==> src/rtl/maze_player_ctrl.sv <==
// Maze player controller: debounces four direction buttons, queries the wall ROM
// for the target cell, moves the player and flags arrival at the goal cell.
module maze_player_ctrl #(
    parameter int X_BITS    = 4,
    parameter int Y_BITS    = 4,
    parameter int GRID_W    = 16,
    parameter int GRID_H    = 16,
    parameter int START_X   = 0,
    parameter int START_Y   = 0,
    parameter int GOAL_X    = 15,
    parameter int GOAL_Y    = 15,
    parameter int DB_CYCLES = 50000,
    parameter int DB_W      = 16
) (
    input  logic              clk,
    input  logic              rst,
    input  logic              btn_up,
    input  logic              btn_down,
    input  logic              btn_left,
    input  logic              btn_right,
    output logic              wall_rd,
    output logic [X_BITS-1:0] wall_x,
    output logic [Y_BITS-1:0] wall_y,
    input  logic              wall_hit,
    output logic [X_BITS-1:0] pos_x,
    output logic [Y_BITS-1:0] pos_y,
    output logic              move,
    output logic              win,
    output logic              busy
);
    localparam logic [1:0] S_IDLE   = 2'd0;
    localparam logic [1:0] S_QUERY  = 2'd1;
    localparam logic [1:0] S_CHECK  = 2'd2;
    localparam logic [1:0] S_COMMIT = 2'd3;

    // bit order: [0]=up [1]=down [2]=left [3]=right (also the priority order)
    logic [3:0] btn_raw;
    assign btn_raw = {btn_right, btn_left, btn_down, btn_up};

    logic [3:0]      sync1_q, sync2_q, db_lvl_q, db_lvl_d, db_prev_q, req;
    logic [DB_W-1:0] db_cnt_q [4];
    logic [DB_W-1:0] db_cnt_d [4];

    logic [1:0]        state_q, state_d;
    logic [X_BITS-1:0] tgt_x_q, tgt_x_d, wall_x_q, wall_x_d, pos_x_q, pos_x_d, nxt_x;
    logic [Y_BITS-1:0] tgt_y_q, tgt_y_d, wall_y_q, wall_y_d, pos_y_q, pos_y_d, nxt_y;
    logic              wall_rd_q, wall_rd_d, move_q, move_d, win_q, win_d, busy_q, busy_d;
    logic              go_ok;

    // Level flips only after DB_CYCLES consecutive disagreeing cycles.
    always_comb begin
        for (int i = 0; i < 4; i++) begin
            db_lvl_d[i] = db_lvl_q[i];
            db_cnt_d[i] = '0;
            if (sync2_q[i] != db_lvl_q[i]) begin
                if (db_cnt_q[i] == DB_W'(DB_CYCLES - 1)) db_lvl_d[i] = sync2_q[i];
                else                                     db_cnt_d[i] = db_cnt_q[i] + 1'b1;
            end
        end
    end

    assign req = db_lvl_q & ~db_prev_q;

    always_comb begin
        state_d   = state_q;
        tgt_x_d   = tgt_x_q;
        tgt_y_d   = tgt_y_q;
        wall_rd_d = 1'b0;
        wall_x_d  = wall_x_q;
        wall_y_d  = wall_y_q;
        pos_x_d   = pos_x_q;
        pos_y_d   = pos_y_q;
        move_d    = 1'b0;
        win_d     = win_q;
        busy_d    = 1'b0;
        go_ok     = 1'b1;
        nxt_x     = pos_x_q;
        nxt_y     = pos_y_q;
        case (state_q)
            S_IDLE: begin
                if (req != 4'b0 && !win_q) begin
                    if (req[0]) begin
                        if (pos_y_q == '0) go_ok = 1'b0;
                        else               nxt_y = pos_y_q - 1'b1;
                    end else if (req[1]) begin
                        if (pos_y_q == Y_BITS'(GRID_H - 1)) go_ok = 1'b0;
                        else                                nxt_y = pos_y_q + 1'b1;
                    end else if (req[2]) begin
                        if (pos_x_q == '0) go_ok = 1'b0;
                        else               nxt_x = pos_x_q - 1'b1;
                    end else begin
                        if (pos_x_q == X_BITS'(GRID_W - 1)) go_ok = 1'b0;
                        else                                nxt_x = pos_x_q + 1'b1;
                    end
                    if (go_ok) begin
                        tgt_x_d   = nxt_x;
                        tgt_y_d   = nxt_y;
                        wall_rd_d = 1'b1;
                        wall_x_d  = nxt_x;
                        wall_y_d  = nxt_y;
                        busy_d    = 1'b1;
                        state_d   = S_QUERY;
                    end
                end
            end
            S_QUERY: begin
                busy_d  = 1'b1;
                state_d = S_CHECK;
            end
            S_CHECK: begin
                // wall_hit is valid here, one cycle after the ROM strobe
                if (wall_hit) begin
                    state_d = S_IDLE;
                end else begin
                    pos_x_d = tgt_x_q;
                    pos_y_d = tgt_y_q;
                    move_d  = 1'b1;
                    if (tgt_x_q == X_BITS'(GOAL_X) && tgt_y_q == Y_BITS'(GOAL_Y)) win_d = 1'b1;
                    state_d = S_COMMIT;
                end
            end
            default: state_d = S_IDLE;
        endcase
    end

    always_ff @(posedge clk) begin
        if (!rst) begin
            sync1_q   <= '0;
            sync2_q   <= '0;
            db_lvl_q  <= '0;
            db_prev_q <= '0;
            for (int i = 0; i < 4; i++) db_cnt_q[i] <= '0;
            state_q   <= S_IDLE;
            tgt_x_q   <= '0;
            tgt_y_q   <= '0;
            wall_rd_q <= 1'b0;
            wall_x_q  <= '0;
            wall_y_q  <= '0;
            pos_x_q   <= X_BITS'(START_X);
            pos_y_q   <= Y_BITS'(START_Y);
            move_q    <= 1'b0;
            win_q     <= 1'b0;
            busy_q    <= 1'b0;
        end else begin
            sync1_q   <= btn_raw;
            sync2_q   <= sync1_q;
            db_lvl_q  <= db_lvl_d;
            db_prev_q <= db_lvl_q;
            for (int i = 0; i < 4; i++) db_cnt_q[i] <= db_cnt_d[i];
            state_q   <= state_d;
            tgt_x_q   <= tgt_x_d;
            tgt_y_q   <= tgt_y_d;
            wall_rd_q <= wall_rd_d;
            wall_x_q  <= wall_x_d;
            wall_y_q  <= wall_y_d;
            pos_x_q   <= pos_x_d;
            pos_y_q   <= pos_y_d;
            move_q    <= move_d;
            win_q     <= win_d;
            busy_q    <= busy_d;
        end
    end

    assign wall_rd = wall_rd_q;
    assign wall_x  = wall_x_q;
    assign wall_y  = wall_y_q;
    assign pos_x   = pos_x_q;
    assign pos_y   = pos_y_q;
    assign move    = move_q;
    assign win     = win_q;
    assign busy    = busy_q;
endmodule
==> config.mk <==
export PLATFORM = sky130hd
export DESIGN_NAME = maze_player_ctrl
export DESIGN_NICKNAME = d
export VERILOG_FILES = /design/src/rtl/maze_player_ctrl.sv
export SDC_FILE = /design/constraint.sdc
export NUM_CORES = 1
export LEC_CHECK = 0
export ABC_AREA = 1
export CAP_MARGIN = 20
export CORE_MARGIN = 2
export CORE_UTILIZATION = 53
export DETAILED_ROUTE_END_ITERATION = 10
export GPL_TIMING_DRIVEN = 0
export PLACE_DENSITY = 0.72
export SLEW_MARGIN = 0
export SYNTH_ARGS = -nofsm -noshare
export SYNTH_HDL_FRONTEND = slang
export SYNTH_SLANG_ARGS = --single-unit
export TNS_END_PERCENT = 100
==> constraint.sdc <==
create_clock -name clk -period 1.44 [get_ports clk]
set_input_delay 0.216 -clock clk [delete_from_list [all_inputs] [get_ports clk]]
set_output_delay 0.216 -clock clk [all_outputs]
set_load 0.05 [all_outputs]
==> results of run 1 <==
[cell type report]
cell class / count / area (sq um)
multi-input combinational: 476 / 2830
clock buffer: 12 / 155
sequential: 102 / 2100
tap: 108 / 135
clock inverter: 3 / 20.0
buffer: 9 / 72.6
fill: 683 / 2610
inverter: 96 / 375
timing repair buffer: 55 / 517
[what timing repair did]
| item | CTS | global route |
|---|---|---|
| cloned | 3 | 0 |
| resized for setup | 110 | 103 |
| setup buffers | 24 | 7 |
| endpoints found under the setup margin | 89 | 89 |
| pin swaps | 15 | 32 |
[flip-flops by register name (all words and copies together), names as in the netlist]
register,flops
db_cnt_q,64
db_lvl_q,4
db_prev_q,4
pos_x,4
pos_y,4
sync1_q,4
sync2_q,4
wall_x,4
wall_y,4
state_q,2
busy,1
move,1
wall_rd,1
win,1
[report_power, final]
part	internal [uW]	switching (uW)	total [uW]
Clock	713	921	1630
Combinational	45.3	63.3	109
Sequential	2820	8.21	2830
[layer usage]
| layer | wire, microns | vias up | GRT usage (%) |
|---|---|---|---|
| li1 | - | 2339 | - |
| met1 | 4920 | 2092 | 27.5 |
| met2 | 5440 | 128 | 37.8 |
| met3 | 528 | 26 | 5.01 |
| met4 | 223 | 0 | 7.38 |
| met5 | 0 | - | 0 |
[stage by stage]
| step | setup slack (ns) | area [sq um] |
|---|---|---|
| after floorplan | 0.00172 | 4890 |
| after global placement | -0.299 | 5270 |
| after detailed placement | -0.314 | 5270 |
| after CTS | -0.0138 | 5850 |
| after global routing | -0.0654 | 6200 |
| final | 0.00583 | 6200 |
[how the worst max path moves through the flow]
stage	from	to	slack, ns	cells past startpoint
floorplan	db_cnt_q[3][0]	db_cnt_q[3][4]	0.002	9
global placement	wall_hit	pos_y[3]	-0.30	6
detailed placement	wall_hit	pos_y[3]	-0.31	6
CTS	pos_y[0]	wall_y[1]	-0.01	9
global route	db_cnt_q[3][1]	db_cnt_q[3][14]	-0.07	9
finish	db_cnt_q[3][1]	db_cnt_q[3][8]	0.006	9
[synthesized netlist by cell type (3+ instances only)]
master    count
nand4_1      18
nor3_2        3
nand2_2       9
xor2_1       11
a21oi_1      45
buf_4         3
nand3_1      48
nand3_2       4
nor2_2       10
nor3b_1       4
xnor2_1       4
nand2_1     149
o21ai_0      32
o211ai_1      5
dfxtp_1     102
nor3_1       33
ha_1          8
inv_1        93
or2_2         6
nor2_1       70
[cell families after synthesis]
| logic type | after synthesis | share of synthesized area [%] |
|---|---|---|
| AND/OR/NAND/NOR | 364 | 34.8 |
| buffers and inverters | 105 | 8.69 |
| flip-flops | 102 | 42.0 |
| AO/OA/AOI/OAI | 88 | 9.82 |
| XOR/XNOR | 15 | 2.70 |
| adder cells (fa/ha/maj) | 8 | 2.06 |
[worst max-delay path: stages, from the launching register on]
cell     delay (ns)
dfxtp_2        0.37
ha_4           0.16
nand2_4        0.06
inv_4          0.06
nand2_4        0.05
nor2_4         0.11
inv_2          0.06
o21ai_4        0.23
buf_6          0.18
nor2_2         0.04
==> reports/results.txt, run 1 <==
Worst reg-to-reg setup slack - 0.006 ns
Hold path cells - 3
CP Max Fanout - 5
Area contributors post-synth - dfxtp_1 (42%), nand2_1 (11%), inv_1 (7.2%)
First-pass GRT wire length - 18100 microns
Share of post-route cells with drive strength above 1 - 28.8%
Detailed Route Iter0 Violations - 188
Time the worst path needs with I/O delays and setup - 1.43 ns
Gpl congestion - 0.875
Leak - 0.00229 uW
CTS Root Cell - clkbuf_8
Worst Hold Launch - rst
Final period util - 99.6%
Setup CP Type - reg2reg
CTS sink cnt - 102
Area growth syn-to-layout - 27.4%
Distinct cells, synth - 37
Initial Util - 55.3%
Required time of the critical path - 1.68 ns
Post-synth EDFFs - 0
Register area share after synthesis - 42.0%
Setup TNS - 0 ns
Vias in the first global route - 4221
Die width - 99.8 microns
Total CTS buffers - 9
Synth Net Count - 697
Count of final hold-check violations - 0
Slew Viols, Final - 0
Dpl hpwl - 7340 microns
I/O Buffers - 25
Antenna violations before repair - 0
Post-CTS Hold Buffers - 0
Cells after synthesis - 682
DR WL/cell - 12.9 microns
Vias post-DR - 4585
Average size of a mapped cell - 7.13 sq um
Max_slew headroom - 67.7%
CTS tree - yes
Synth Flop Type - dfxtp_1
CP arrival - 1.68 ns
Commonest cells after routing, fill and taps aside - nand2_1 (134), inv_1 (83), dfxtp_1 (71)
1st-pass router iterations - 6
Worst skew pair latency - 0.35 ns
Hold/Removal Path Class - in2reg
Max-cap violations - 0
Synth Register Bits - 102
FF-to-FF Start - db_cnt_q[3][1]
Worst reg2reg endpoint - db_cnt_q[3][8]
Final core occ - 70.4%
Aggregate global routing overflow - 0
Status - complete, no violations
Die Ht - 99.8 microns
Ant. Diodes - 0
Post-synthesis cell area - 4870 sq um
CP endpoint kind - flip-flop
Design Power - 4570 uW
Ys async rst share - 0%
Setup-failing EPs final - 0
Number of synthesis warnings - 0
FF-to-FF path depth - 9
Die area - 9960 sq um
H-Tree Depth - 3
WHS - 0.258 ns
Hold Path Sink - wall_x[3]
Most area-hungry cell type in the Yosys netlist - dfxtp_1
Max clock buf depth - 2
Cells after DPL - 815
Nets - 764
Most common cell after layout, fill and taps aside - nand2_1
Core box area - 8810 sq um
Critical Path Start Type - flip-flop
I/O pin count - 27
Slew @ Worst Pin - 0.486 ns
Largest net degree at the start of global routing - 16
Post-route insts no fill - 861
Post-DRT Antenna Nets - 0
Post-Route WL - 11100 microns
Vias per cell - 5.33
F_max - 0.697 GHz
PD cells - 738 nW/um^2
FP Rows - 34
Clock Skew - 0.00997 ns
Clock transition at path regs - 0.09 ns
Tot GR Track Use - 22.0%
Post-synth top area share - 42.0%
VDD IR-drop max - 0.753 mV
RSZ-0062 raised after global routing - true
DRC - 0
Power figures use the tool's default switching activity.
==> inputs of run 2 (changes only) <==
--- a/config.mk
+++ b/config.mk
@@ -7,6 +7,7 @@
 export LEC_CHECK = 0
 export ABC_AREA = 1
 export CAP_MARGIN = 20
+export CORE_ASPECT_RATIO = 1.1
 export CORE_MARGIN = 2
 export CORE_UTILIZATION = 53
 export DETAILED_ROUTE_END_ITERATION = 10
==> run 2 against run 1 <==
  * Largest cell class unchanged
  * Register-to-register slack worse by 0.06 ns
  * The run now ends with setup timing left
  * Critical path depth is 2 higher
  * Power is 5.0% higher
  * Clock power is 13% higher
  * Global-route usage is 1.0 points higher
  * Wire length is 3.2% higher
  * Largest power group unchanged
==> reports/results.txt, run 2 (same netlist as run 1, synthesis figures left out) <==
Die width - 95.4 microns (-4.5%)
Sw Ratio - 23.1% (+1.4 points)
Clock share of power - 38.6% (+2.9 points)
F_max - 0.671 GHz (-3.8%)
Dpl hpwl - 7340 microns (about the same)
Clock transition at path regs - 0.10 ns (about the same)
Post-route insts no fill - 876 (+1.7%)
Die Ht - 104 microns (+4.7%)
Multi-input gate area - 2800 sq um (-1.0%)
Commonest cells after routing, fill and taps aside - nand2_1 (136), inv_1 (84), dfxtp_1 (73)
Max-cap violations - 0 (unchanged)
I/O Buffers - 25 (unchanged)
Post-route cell area - 6220 sq um (+0.38%)
Leak - 0.00236 uW (+2.8%)
Share of post-route cells with drive strength above 1 - 29.0% (+0.18 points)
Final core occ - 70.1% (-0.27 points)
First-pass GRT wire length - 18500 microns (+2.3%)
Post-Route WL - 11500 microns (+3.2%)
Largest net degree at the start of global routing - 18 (+2)
Number of flip-flops in the largest register - 64 (unchanged)
1st-pass router iterations - 5 (-1)
Area growth syn-to-layout - 27.8%
Setup-failing EPs final - 12 (+12)
Worst skew pair latency - 0.38 ns (+0.03 ns)
Gpl congestion - 0.881 (+0.71%)
CP arrival - 1.76 ns (+0.08 ns)
Critical Path Start Type - flip-flop
Count of final hold-check violations - 0 (unchanged)
Core box area - 8870 sq um (+0.77%)
Required time of the critical path - 1.71 ns (+0.03 ns)
Total CTS buffers - 9 (unchanged)
I/O pin count - 27 (unchanged)
RSZ-0062 raised after global routing - true
VDD IR-drop max - 0.595 mV (-21%)
Register area - 2090 sq um (-0.36%)
Vias post-DR - 4595 (+0.22%)
CP endpoint kind - flip-flop
CTS Root Cell - clkbuf_8
Tot GR Track Use - 23.1% (+1.0 points)
Max clock buf depth - 2 (unchanged)
Placed inst area - 5280 sq um (+0.14%)
H-Tree Depth - 3 (unchanged)
Vias in the first global route - 4179 (-1.0%)
Status - finished with violations
Ant. Diodes - 0 (unchanged)
Die area - 9960 sq um (about the same)
CP Max Fanout - 6 (+1)
Time the worst path needs with I/O delays and setup - 1.49 ns (+0.0564 ns)
Cells after DPL - 821 (+0.74%)
Max_slew headroom - 73.8% (+6.1 points)
Final period util - 104% (+3.9 points)
Aggregate global routing overflow - 0 (unchanged)
Antenna violations before repair - 0 (unchanged)
Hold/Removal Path Class - in2reg
Setup CP Type - reg2reg
Internal power - 3690 uW (+3.2%)
Register share of total power - 59.0% (-2.9 points)
Switching power - 1110 uW (+12%)
Vias per cell - 5.25 (-1.5%)
Nets - 772 (+1.0%)
CTS sink cnt - 102 (unchanged)
Slew @ Worst Pin - 0.393 ns (-0.0930 ns)
Most common cell after layout, fill and taps aside - nand2_1
Post-DRT Antenna Nets - 0 (unchanged)
CTS tree - yes
FP Rows - 36 (+5.9%)
Detailed Route Iter0 Violations - 179 (-4.8%)
Initial Util - 54.8% (-0.42 points)
Slew Viols, Final - 0 (unchanged)
Fillcell total - 707 (+3.5%)
Post-route setup slack - -0.0506 ns (-0.0564 ns)
DR WL/cell - 13.1 microns (+1.4%)
Comb pwr share - 2.4% (about the same)
DRC - 0 (unchanged)
Largest reg by FF count - db_cnt_q
Failing checks - setup timing
Clock Skew - 0.00810 ns (-0.00187 ns)
PD cells - 772 nW/um^2 (+4.6%)
==> run 2: metal layers <==
layer / global-route usage [%] / up-vias / routed length (microns)
met3: 5.51 / 21 / 418
li1: - / 2354 / -
met5: 0 / - / 0
met4: 9.21 / 0 / 195
met2: 38.9 / 83 / 5900
met1: 27.8 / 2137 / 4950
==> run 2: final timing paths <==
path	slack [ns]	from	to	depth (start not counted)
worst min register to register	0.42	sync1_q[2]	sync2_q[2]	2
worst max-delay path	-0.05	pos_x[1]	wall_x[0]	11
worst min-delay path	0.22	rst	wall_y[0]	3
worst max register to register	-0.05	pos_x[1]	wall_x[0]	11
==> run 2: stage by stage <==
step / setup WS [ns] / TNS [ns] / hold slack (ns) / power (uW)
after global routing: -0.148 / -2.31 / 0.212 / 4970
final: -0.0506 / -0.342 / 0.216 / 4800
after detailed placement: -0.357 / -12.05 / 0.396 / 2980
after global placement: -0.340 / -10.12 / 0.396 / 2980
after floorplan: 0.00172 / 0 / 0.314 / 2950
after CTS: -0.0126 / -0.0231 / 0.208 / 4820
==> run 2: power groups by stage <==
stage	logic, uW	clock network, uW	registers [uW]
2_1_floorplan	53.1	0	2900
3_3_place_gp	82.9	0	2900
3_5_place_dp	84.5	0	2900
4_1_cts	107	1880	2830
5_1_grt	126	2010	2840
6_report	115	1850	2830
==> run 2: cell type report <==
cell class	count	area share [%]
clock buffer	10	2.05
clock inverter	6	1.13
timing repair buffer	63	8.71
sequential	102	33.6
tap	114	2.29
inverter	96	5.99
multi-input combinational	476	45.0
buffer	9	1.29
==> run 2: critical path, cell delays in order, from the launching register on <==
cell and delay (ns):
dfxtp_4 0.39, inv_4 0.08, ha_4 0.15, nand3_2 0.08, nand2_2 0.09, nand2_2 0.06
buf_4 0.13, buf_4 0.12, nand3_1 0.08, nand2_1 0.07, nand2_1 0.06, o21ai_1 0.07
==> run 2: what timing repair did <==
item | 4_1_cts | 5_1_grt
hold buffers | 0 | 0
buffers inserted | 21 | 15
pin swaps | 8 | 26
gates cloned | 3 | 1
endpoints found under the setup margin | 93 | 81
resized for setup | 115 | 104
